`src/rtl/pipeline_hazard_sched.sv`:
```
// Hazard scheduler for the 5-stage pipeline: per-register write enables and flushes,
// PC write enable, mul/div EX occupancy sequencing and a saturating stall-cycle counter.
module pipeline_hazard_sched #(
  parameter int MD_LATENCY = 4,
  parameter int CNT_W      = 16
) (
  input  logic             clock,
  input  logic             reset,
  input  logic             branch,
  input  logic             jump,
  input  logic             ext_stall,
  input  logic [4:0]       id_rs,
  input  logic [4:0]       id_rt,
  input  logic             id_uses_rt,
  input  logic             id_muldiv,
  input  logic             ex_memread,
  input  logic [4:0]       ex_rt,
  output logic [3:0]       pipeline_lock,
  output logic [3:0]       pipeline_clear,
  output logic             pc_write,
  output logic             md_busy,
  output logic [CNT_W-1:0] stall_cycles
);

  localparam int MD_CNT_W = $clog2(MD_LATENCY + 1);
  localparam logic [MD_CNT_W-1:0] MD_RELOAD = MD_CNT_W'(MD_LATENCY - 1);
  localparam logic [MD_CNT_W-1:0] MD_LAST   = MD_CNT_W'(1);
  localparam bit MD_MULTI = (MD_LATENCY >= 2);

  // Lock/clear encodings, bit0 = IF/ID .. bit3 = MEM/WB
  localparam logic [3:0] LOCK_ALL  = 4'b1111;
  localparam logic [3:0] LOCK_NONE = 4'b0000;
  localparam logic [3:0] LOCK_MD   = 4'b1100;
  localparam logic [3:0] LOCK_LU   = 4'b1110;
  localparam logic [3:0] CLR_NONE  = 4'b0000;
  localparam logic [3:0] CLR_ALL   = 4'b1111;
  localparam logic [3:0] CLR_MD    = 4'b0100;
  localparam logic [3:0] CLR_BR    = 4'b0011;
  localparam logic [3:0] CLR_LU    = 4'b0010;
  localparam logic [3:0] CLR_JMP   = 4'b0001;

  typedef enum logic {
    ST_RUN     = 1'b0,
    ST_MD_BUSY = 1'b1
  } state_t;

  state_t                state_reg, state_next;
  logic [MD_CNT_W-1:0]   md_cnt_reg, md_cnt_next;
  logic [CNT_W-1:0]      stall_reg, stall_next;

  logic [4:0]            rs_eq_bits, rt_eq_bits;
  logic                  rs_match, rt_match, ex_rt_nonzero, load_use;

  // Bitwise register-number comparison between the load in EX and the ID operands
  generate
    for (genvar gi = 0; gi < 5; gi++) begin : g_reg_cmp
      assign rs_eq_bits[gi] = ~(ex_rt[gi] ^ id_rs[gi]);
      assign rt_eq_bits[gi] = ~(ex_rt[gi] ^ id_rt[gi]);
    end
  endgenerate

  assign rs_match      = &rs_eq_bits;
  assign rt_match      = &rt_eq_bits;
  assign ex_rt_nonzero = |ex_rt;
  assign load_use      = ex_memread & ex_rt_nonzero & (rs_match | (id_uses_rt & rt_match));

  always_comb begin
    pipeline_lock  = LOCK_ALL;
    pipeline_clear = CLR_NONE;
    pc_write       = 1'b1;
    state_next     = state_reg;
    md_cnt_next    = md_cnt_reg;

    if (reset) begin
      pipeline_clear = CLR_ALL;
      pc_write       = 1'b0;
      state_next     = ST_RUN;
      md_cnt_next    = '0;
    end else if (ext_stall) begin
      // Memory wait freezes everything, including the mul/div countdown
      pipeline_lock  = LOCK_NONE;
      pc_write       = 1'b0;
    end else if (state_reg == ST_MD_BUSY) begin
      pipeline_lock  = LOCK_MD;
      pipeline_clear = CLR_MD;
      pc_write       = 1'b0;
      md_cnt_next    = md_cnt_reg - MD_LAST;
      if (md_cnt_reg == MD_LAST) begin
        state_next = ST_RUN;
      end
    end else if (branch) begin
      // Branch wins over load_use and muldiv: the ID instruction is flushed anyway
      pipeline_clear = CLR_BR;
    end else if (load_use) begin
      pipeline_lock  = LOCK_LU;
      pipeline_clear = CLR_LU;
      pc_write       = 1'b0;
    end else if (jump) begin
      pipeline_clear = CLR_JMP;
    end else if (id_muldiv && MD_MULTI) begin
      state_next     = ST_MD_BUSY;
      md_cnt_next    = MD_RELOAD;
    end
  end

  always_comb begin
    stall_next = stall_reg;
    if (reset) begin
      stall_next = '0;
    end else if (!pc_write && (stall_reg != {CNT_W{1'b1}})) begin
      stall_next = stall_reg + CNT_W'(1);
    end
  end

  always_ff @(posedge clock) begin
    state_reg  <= state_next;
    md_cnt_reg <= md_cnt_next;
    stall_reg  <= stall_next;
  end

  assign md_busy      = (state_reg == ST_MD_BUSY) & ~reset;
  assign stall_cycles = stall_reg;

endmodule

```
`config.mk`:
```
export PLATFORM = sky130hd
export DESIGN_NAME = pipeline_hazard_sched
export DESIGN_NICKNAME = d
export VERILOG_FILES = /design/src/rtl/pipeline_hazard_sched.sv
export SDC_FILE = /design/constraint.sdc
export NUM_CORES = 1
export LEC_CHECK = 0
export ABC_AREA = 0
export CAP_MARGIN = 30
export CORE_UTILIZATION = 43
export DETAILED_ROUTE_END_ITERATION = 16
export GPL_TIMING_DRIVEN = 0
export PLACE_DENSITY = 0.76
export REMOVE_ABC_BUFFERS = 1
export SLEW_MARGIN = 25
export SYNTH_ARGS = -nofsm -noshare
export SYNTH_HDL_FRONTEND = slang
export SYNTH_SLANG_ARGS = --single-unit
```
`constraint.sdc`:
```
create_clock -name clock -period 3.3 [get_ports clock]
set_clock_uncertainty 0.2 [all_clocks]
set_input_delay 0.495 -clock clock [delete_from_list [all_inputs] [get_ports clock]]
set_output_delay 0.495 -clock clock [all_outputs]
set_load 0.02 [all_outputs]
```
; Word-level counts from Yosys, hierarchy flattened
; Cells that the tools add are included.
[totals]
reg_bits = 20
out_inout_bits = 26
[classes]
n_addsub = 2
eq_ne = 5
mux = 27
bitwise_logic = 27
reduce_logical = 7
[ops]
columns = operator, count
row1 = two-way mux 3 bit, 7
row2 = "adder 16 x 1 -> 16 bit, second input constant", 1
row3 = "!= test 16 bit, second input constant", 1
row4 = AND reduction 5 bit, 3
row5 = two-way mux 1 bit, 14
row6 = two-way mux 4 bit, 3
row7 = NOT 1 bit, 12
row8 = XOR 1 bit, 10
row9 = two-way mux 2 bit, 3
row10 = OR reduction 5 bit, 1
row11 = bitwise AND 1 bit, 4
row12 = "!= test 2 x 1 -> 1 bit, second input constant", 2
row13 = "equality test 3 x 1 -> 1 bit, second input constant", 1
row14 = "subtractor 3 x 1 -> 3 bit, second input constant", 1
row15 = "!= test 2 bit, second input constant", 1
row16 = nonzero test 2 bit, 1
row17 = logical AND 1 bit, 1
row18 = zero test 1 bit, 1
row19 = OR 1 bit, 1

; Logic depth before layout (Yosys ltp)
; Gate-level depths: netlist (run 1).
[logic_depth]
ltp_word = 13
mapped_depth = 9

; Worst setup path after synthesis (run 1)
; Ideal clock, no wire load.
[synth_timing]
path_type = input to output
from = input port ex_rt[4]
to = output port pipeline_clear[0]
arrival_ps = 1723
t_required_ps = 2605
path_slack_ps = 882
cell_stages = 5
n_path_buf = 0
path_cell_list = xor2_1 -> nor4_1 -> a32oi_1 -> o31ai_2 -> o21bai_1
[synth_via]
elab_chain_cells = 11
elab_cells_between_ends = 16
[synth_lines]
columns = element, line
row1 = from (decl), 17  ; input logic [4:0] ex_rt,
row2 = XOR 1 bit, 58  ; assign rt_eq_bits[gi] = ~(ex_rt[gi] ^ id_rt[gi]);
row3 = NOT 1 bit, 58
row4 = AND reduction 5 bit, 63  ; assign rt_match = &rt_eq_bits;
row5 = bitwise AND 1 bit, 65  ; assign load_use = ex_memread & ex_rt_nonzero & (rs_match | (id_uses_rt & rt_match));
row6 = OR 1 bit, 65
row7 = bitwise AND 1 bit (*), 65
row8 = two-way mux 2 bit (*), 94  ; end else if (load_use) begin
row9 = two-way mux 2 bit (*), 91  ; end else if (branch) begin
row10 = two-way mux 3 bit (*), 83  ; end else if (state_reg == ST_MD_BUSY) begin
row11 = two-way mux 3 bit (*), 79  ; end else if (ext_stall) begin
row12 = two-way mux 4 bit (*), 74  ; if (reset) begin
row13 = to (decl), 19  ; output logic [3:0] pipeline_clear,
; Every way passes the cells marked *; elsewhere a longest branch is shown, timed or not.

; Final worst setup path (run 1)
; Same ends and word-level chain as after synthesis.

==> results of run 1 <==
-- cell usage in the layout (no fill, tap or decap), drive strengths merged --
cell            n
a21oi          17
a221o           1
a22oi           1
a311o           1
a311oi          1
a31o            1
a31oi           1
a32oi           1
and2            1
and3            5
and4            2
buf             3
clkbuf          3
clkdlybuf4s50  44
dfxtp          20
dlygate4sd2     4
ha              3
inv             5
mux2            1
mux2i           1
nand2           3
nand2b          4
nand3           8
nand3b          2
nand4           1
nor2            9
nor2b           3
nor3            1
nor4            1
o211ai          1
o21a            1
o21ai          16
o21bai          1
o31ai           1
o32ai           1
or2             2
or3            14
or4             1
xnor2           1
xor2           10
-- cell families (layout without fill, tap and decap cells) --
group,count (synthesis),after routing
buf+inv,12,59
xor+xnor,11,11
flops,20,20
fa+ha+maj,3,3
simple gates,57,57
mux,2,2
compound gates,45,45
-- critical path, cell delays in order --
cell and delay, ps:
clkdlybuf4s50_1 460, xor2_1 180, nor4_1 330, a32oi_2 220, o31ai_4 290, o21bai_1 110, dlygate4sd2_1 320
-- per-stage QoR --
stage,total power (uW),hold slack (ps),cell area [um2],setup slack [ps],std cells
after floorplan,311,273,1190,882,143
after global placement,374,280,1710,-257,222
after detailed placement,377,313,1710,-273,222
after CTS,492,328,1770,138,227
after global routing,512,353,1780,35.4,228
final,487,326,1780,190,228
-- cell type report --
type | count | share of cell area
inverters | 5 | 0.0105
clock buffers | 3 | 0.0126
multi-input cells | 118 | 0.448
repair buffers | 51 | 0.282
flip-flops and latches | 20 | 0.225
well taps | 31 | 0.0218
-- where the power goes --
part,internal [uW],switching (uW),leakage [uW],total [uW]
logic,64.2,58.9,0.000431,123
clock network,42.4,68.5,0.0000138,111
registers,247,6.34,0.000162,253
-- layer usage --
metal / GRT usage / vias up
met5: 0 / -
met4: 0.0786 / 0
met3: 0.0326 / 6
met2: 0.368 / 53
met1: 0.243 / 578
li1: - / 649
-- repair_timing --
| action | in CTS | in global routing |
|---|---|---|
| endpoints found under the setup margin | 4 | 0 |
| setup buffers | 2 | 0 |
| resized for setup | 7 | 0 |
| hold buffers | 0 | 0 |
| hold endpoints to repair | 0 | 0 |
-- path summary, 6_finish.rpt --
check / cells after the start / start / slack, ps / end
min reg2reg: 2 / md_cnt_reg[1] / 330 / md_cnt_reg[1]
max reg2reg: 7 / stall_cycles[0] / 880 / stall_cycles[3]
max: 7 / ex_rt[4] / 190 / pipeline_clear[0]
min: 2 / md_cnt_reg[1] / 330 / md_cnt_reg[1]
==> results.toml, run 1 <==
[grt]
grt_max_degree = 31
track_usage = 0.205
grt_pass1_vias = 1258
antenna_found_initial = 0
globalRouteOverflowTotal = 0
grt_pass1_wl_mm = 5.25

[floorplanning]
die_w_um = 55.7
initial_utilization = 0.453
core_area_um2 = 2730
ios = 49
die_h_um = 55.7
std_cell_rows = 19
dieArea_um2 = 3100

[sta]
maxSlewHeadroom = 0.621
tightest_slew_ps = 567
setup_violations = 0
finalHoldViolations = 0
drv_slew = 0
final.min_clock_period_ps = 3110
max_freq_mhz = 322
rsz0062_at_grt = "no"
fin_setup_tns_ps = 0
period_share = 0.942

[logic_synthesis]
syn_inst = 150
synth_top_area_frac = 0.323
synth_compound_area_frac = 0.226
synthTopCellsByCount = "dfxtp_1 (20), a21oi_1 (17), o21ai_0 (15)"
yosysMostFrequentCell = "dfxtp_1"
ys.flop_type = "dfxtp_1"
yosysUniqueCellTypes = 41
yosys.area_share.adder = 0.0303
synth_xor_area_frac = 0.0778
synthSimpleGateAreaFrac = 0.274
synth_top_family_by_area = "simple AND/OR/NAND/NOR gates"
synth-edff-count = 0
synth.top_cells.by_area = "dfxtp_1 (32%), or3_1 (7.1%), xor2_1 (7.1%)"
ys_seq_area_frac = 0.323
muxShareOfSynthArea = 0.0172
syn_area_um2 = 1240
ys_ff_latch = 20
async_reset_ff_frac = 0
syn_avg_cell_area_um2 = 8.26
yosys.area.top_type = "dfxtp_1"
yosys_warnings = 0

[drt]
route.detailed.drc = 0
drt_pass1_iterations = 4
via_per_inst = 5.64
top_layer_used = "met4"
wl_met3_um = 231
routedLengthMet1_mm = 1.31
drtIter0Drc = 53
routedWlPerCell_um = 13.1
drt-total-wl_mm = 2.99
num_vias = 1286
wl_met2_mm = 1.40
drt.antenna.violating_nets = 0

[power_and_ir_drop]
power_density_nw_per_um2 = 274
ir_worst_vdd_v = 0.000263
p_leak_uw = 0.000607

[clock_tree]
clkSinkCount = 20
cts_buffer_depth = 2
clk_pin_slew_ps = 100
cts_buffers = 3
clock_latency_ps = 290
htreeDepth = 1
clock_tree.root_cell = "clkbuf_4"
cts_tree = "built"

[setup_path]
startpoint_type = "primary input"
cp.arrival_ps = 2420
path_max_fanout = 4
crit_type = "in -> out"
cp.required_ps = 2600
end_kind = "primary output"

[status]
status = "completed"

[finish]
nFillCells = 226
multiInputGateArea_um2 = 798
largest_register_ffs = 16
insertedDiodeCount = 0
ff_latch_area_um2 = 400
nets = 225
syn2layout_area_growth_pct = 43.7
utilization = 0.651
drive_above_1_share = 0.0914

[place]
dp_hpwl_mm = 2.18
globalplace.congestion = 0.879
io_buffers = 48

[job]
maxCapViolCount = 0

[min_path]
hold_path_class = "reg -> reg"
No activity file was read; power rests on OpenSTA's default activity.
==> run 2, diff against run 1 <==
==> constraint.sdc (replaced) <==
create_clock -name clock -period 3.3 [get_ports clock]
set_clock_uncertainty 0.2 [all_clocks]
set_input_delay 0.66 -clock clock [delete_from_list [all_inputs] [get_ports clock]]
set_output_delay 0.66 -clock clock [all_outputs]
set_load 0.02 [all_outputs]
==> run 2 against run 1 <==
- utilization grew 2.0 points
- register-to-register slack is essentially flat
- setup slack lost 86 ps
- worst hold slack is essentially flat
- count of clock-buffer cells in the layout is the same
- sequential cell count is the same
- maximum frequency shrank 2.7%
- cell count grew 1.3%
- first-iteration DRC count shrank 32%
- wire length grew 4.3%
- largest power group unchanged
==> results.toml, run 2 (same netlist as run 1, synthesis figures left out) <==
[status]
status = "completed"

[power_and_ir_drop]
p_leak_uw = 0.000691
ir_worst_vdd_v = 0.000263
power_density_nw_per_um2 = 269

[setup_path]
path_cells = "dlygate4sd2_1 > xor2_1 > nor4_2 > a32oi_2 > o31ai_4 > buf_4 > nor2_1 > buf_4"
critPathMostFrequentCell = "buf_4"
slowest_stage = "nor4_2"
startpoint_type = "primary input"
cp.required_ps = 2440
crit_start = "ex_rt[0]"
max_stage_delay_ps = 340
crit_type = "in -> out"
cp.arrival_ps = 2340
r2r_cells = 7
path_max_fanout = 4
end_kind = "primary output"
r2r-start = "stall_cycles[0]"

[sta]
layout_setup_ws_ps = 104
finalHoldViolations = 0
tightest_slew_ps = 554
final.min_clock_period_ps = 3200
maxSlewHeadroom = 0.630
fin_setup_tns_ps = 0
setup_violations = 0
max_freq_mhz = 313
period_share = 0.969
drv_slew = 0

[place]
placed_cells = 222
place_ws_ps = -603
globalplace.congestion = 0.879
io_buffers = 48
dp_hpwl_mm = 2.18

[floorplanning]
die_h_um = 55.7
std_cell_rows = 19
die_w_um = 55.7
ios = 49
initial_utilization = 0.453
dieArea_um2 = 3100
core_area_um2 = 2730

[drt]
routedLengthMet1_mm = 1.32
wl_met3_um = 228
route.detailed.drc = 0
top_layer_used = "met4"
routedWlPerCell_um = 13.5
drt-total-wl_mm = 3.12
drtIter0Drc = 36
drt.antenna.violating_nets = 0
via_per_inst = 5.64
num_vias = 1303
drt_pass1_iterations = 4
wl_met2_mm = 1.51

[finish]
final_common_cell = "clkdlybuf4s50_1"
final_cell_mix = "clkdlybuf4s50_1 (35), dfxtp_1 (20), a21oi_1 (17)"
largest_register_ffs = 16
syn2layout_area_growth_pct = 48.2
utilization = 0.671
layout.cells.non_filler = 231
nets = 228
insertedDiodeCount = 0
drive_above_1_share = 0.140

[clock_tree]
postCtsHoldBufs = 0
cts_buffer_depth = 2
clock_tree.root_cell = "clkbuf_4"
clk_pin_slew_ps = 100
clkSinkCount = 20
htreeDepth = 1
cts_tree = "built"
clock_latency_ps = 290
cts_buffers = 3

[min_path]
hold_depth = 2
min_from = "md_cnt_reg[1]"
hold_path_class = "reg -> reg"

[grt]
grt_pass1_vias = 1289
track_usage = 0.215
antenna_found_initial = 0
grt_max_degree = 31
grt_pass1_wl_mm = 5.45
globalRouteOverflowTotal = 0

[job]
maxCapViolCount = 0
==> run 2: changes by cell type in the layout (fill, tap and decap cells not counted), moves of 2 or more <==
cell	before	now
dlymetal6s2s_1	0	7
buf_4	2	6
clkdlybuf4s50_1	44	35
clkdlybuf4s15_2	0	2
dlygate4sd2_1	4	2
==> run 2: report_power, final <==
| group | switching, uW | internal [uW] | leakage, uW |
|---|---|---|---|
| clock network | 70.3 | 42.5 | 0.0000138 |
| logic | 61.6 | 66.4 | 0.000515 |
| registers | 6.38 | 247 | 0.000162 |
| total | 138 | 356 | 0.000691 |
==> run 2: per-layer routing <==
layer  global-route usage  up-vias
met5                    0        -
met4               0.0786        0
met3               0.0326        8
met2                0.399       53
met1                0.246      592
li1                     -      650
==> run 2: final cells by class <==
| type | instances | area (um2) |
|---|---|---|
| Inverter | 5 | 18.8 |
| Multi-Input combinational cell | 118 | 816 |
| Timing Repair Buffer | 54 | 539 |
| Sequential cell | 20 | 400 |
| Fill cell | 223 | 898 |
| Clock buffer | 3 | 22.5 |
| Tap cell | 31 | 38.8 |
==> run 2: through the flow <==
stage	power (uW)	instance area, um2	hold WS [ps]
5_1_grt	517	1840	353
6_report	494	1840	326
3_5_place_dp	377	1710	313
3_3_place_gp	374	1710	280
4_1_cts	496	1790	328
2_1_floorplan	311	1190	273
==> run 2: worst max-delay path: cells and delay by family <==
family	cells	cell delay, ps
buffers and inverters	3	580
AO/OA/AOI/OAI	2	530
AND/OR/NAND/NOR	2	370
XOR/XNOR	1	180
==> run 2: worst paths after layout <==
path                      to  slack [ps]
min reg2reg    md_cnt_reg[1]         330
min            md_cnt_reg[1]         330
max reg2reg  stall_cycles[3]         890
max                 pc_write         100
==> run 2: repair_timing <==
item / 4_1_cts / 5_1_grt
resized for setup: 20 / 10
setup buffers: 4 / 1
setup endpoints to repair: 10 / 4
pin swaps: 4 / 3
==> run 3, diff against run 2 <==
--- a/config.mk
+++ b/config.mk
@@ -8,6 +8,7 @@
 export ABC_AREA = 0
 export CAP_MARGIN = 30
 export CORE_UTILIZATION = 43
+export CTS_CLUSTER_DIAMETER = 30
 export DETAILED_ROUTE_END_ITERATION = 16
 export GPL_TIMING_DRIVEN = 0
 export PLACE_DENSITY = 0.76
==> results of run 3 <==
Final layout, timing and power as in run 2 (identical DEF).
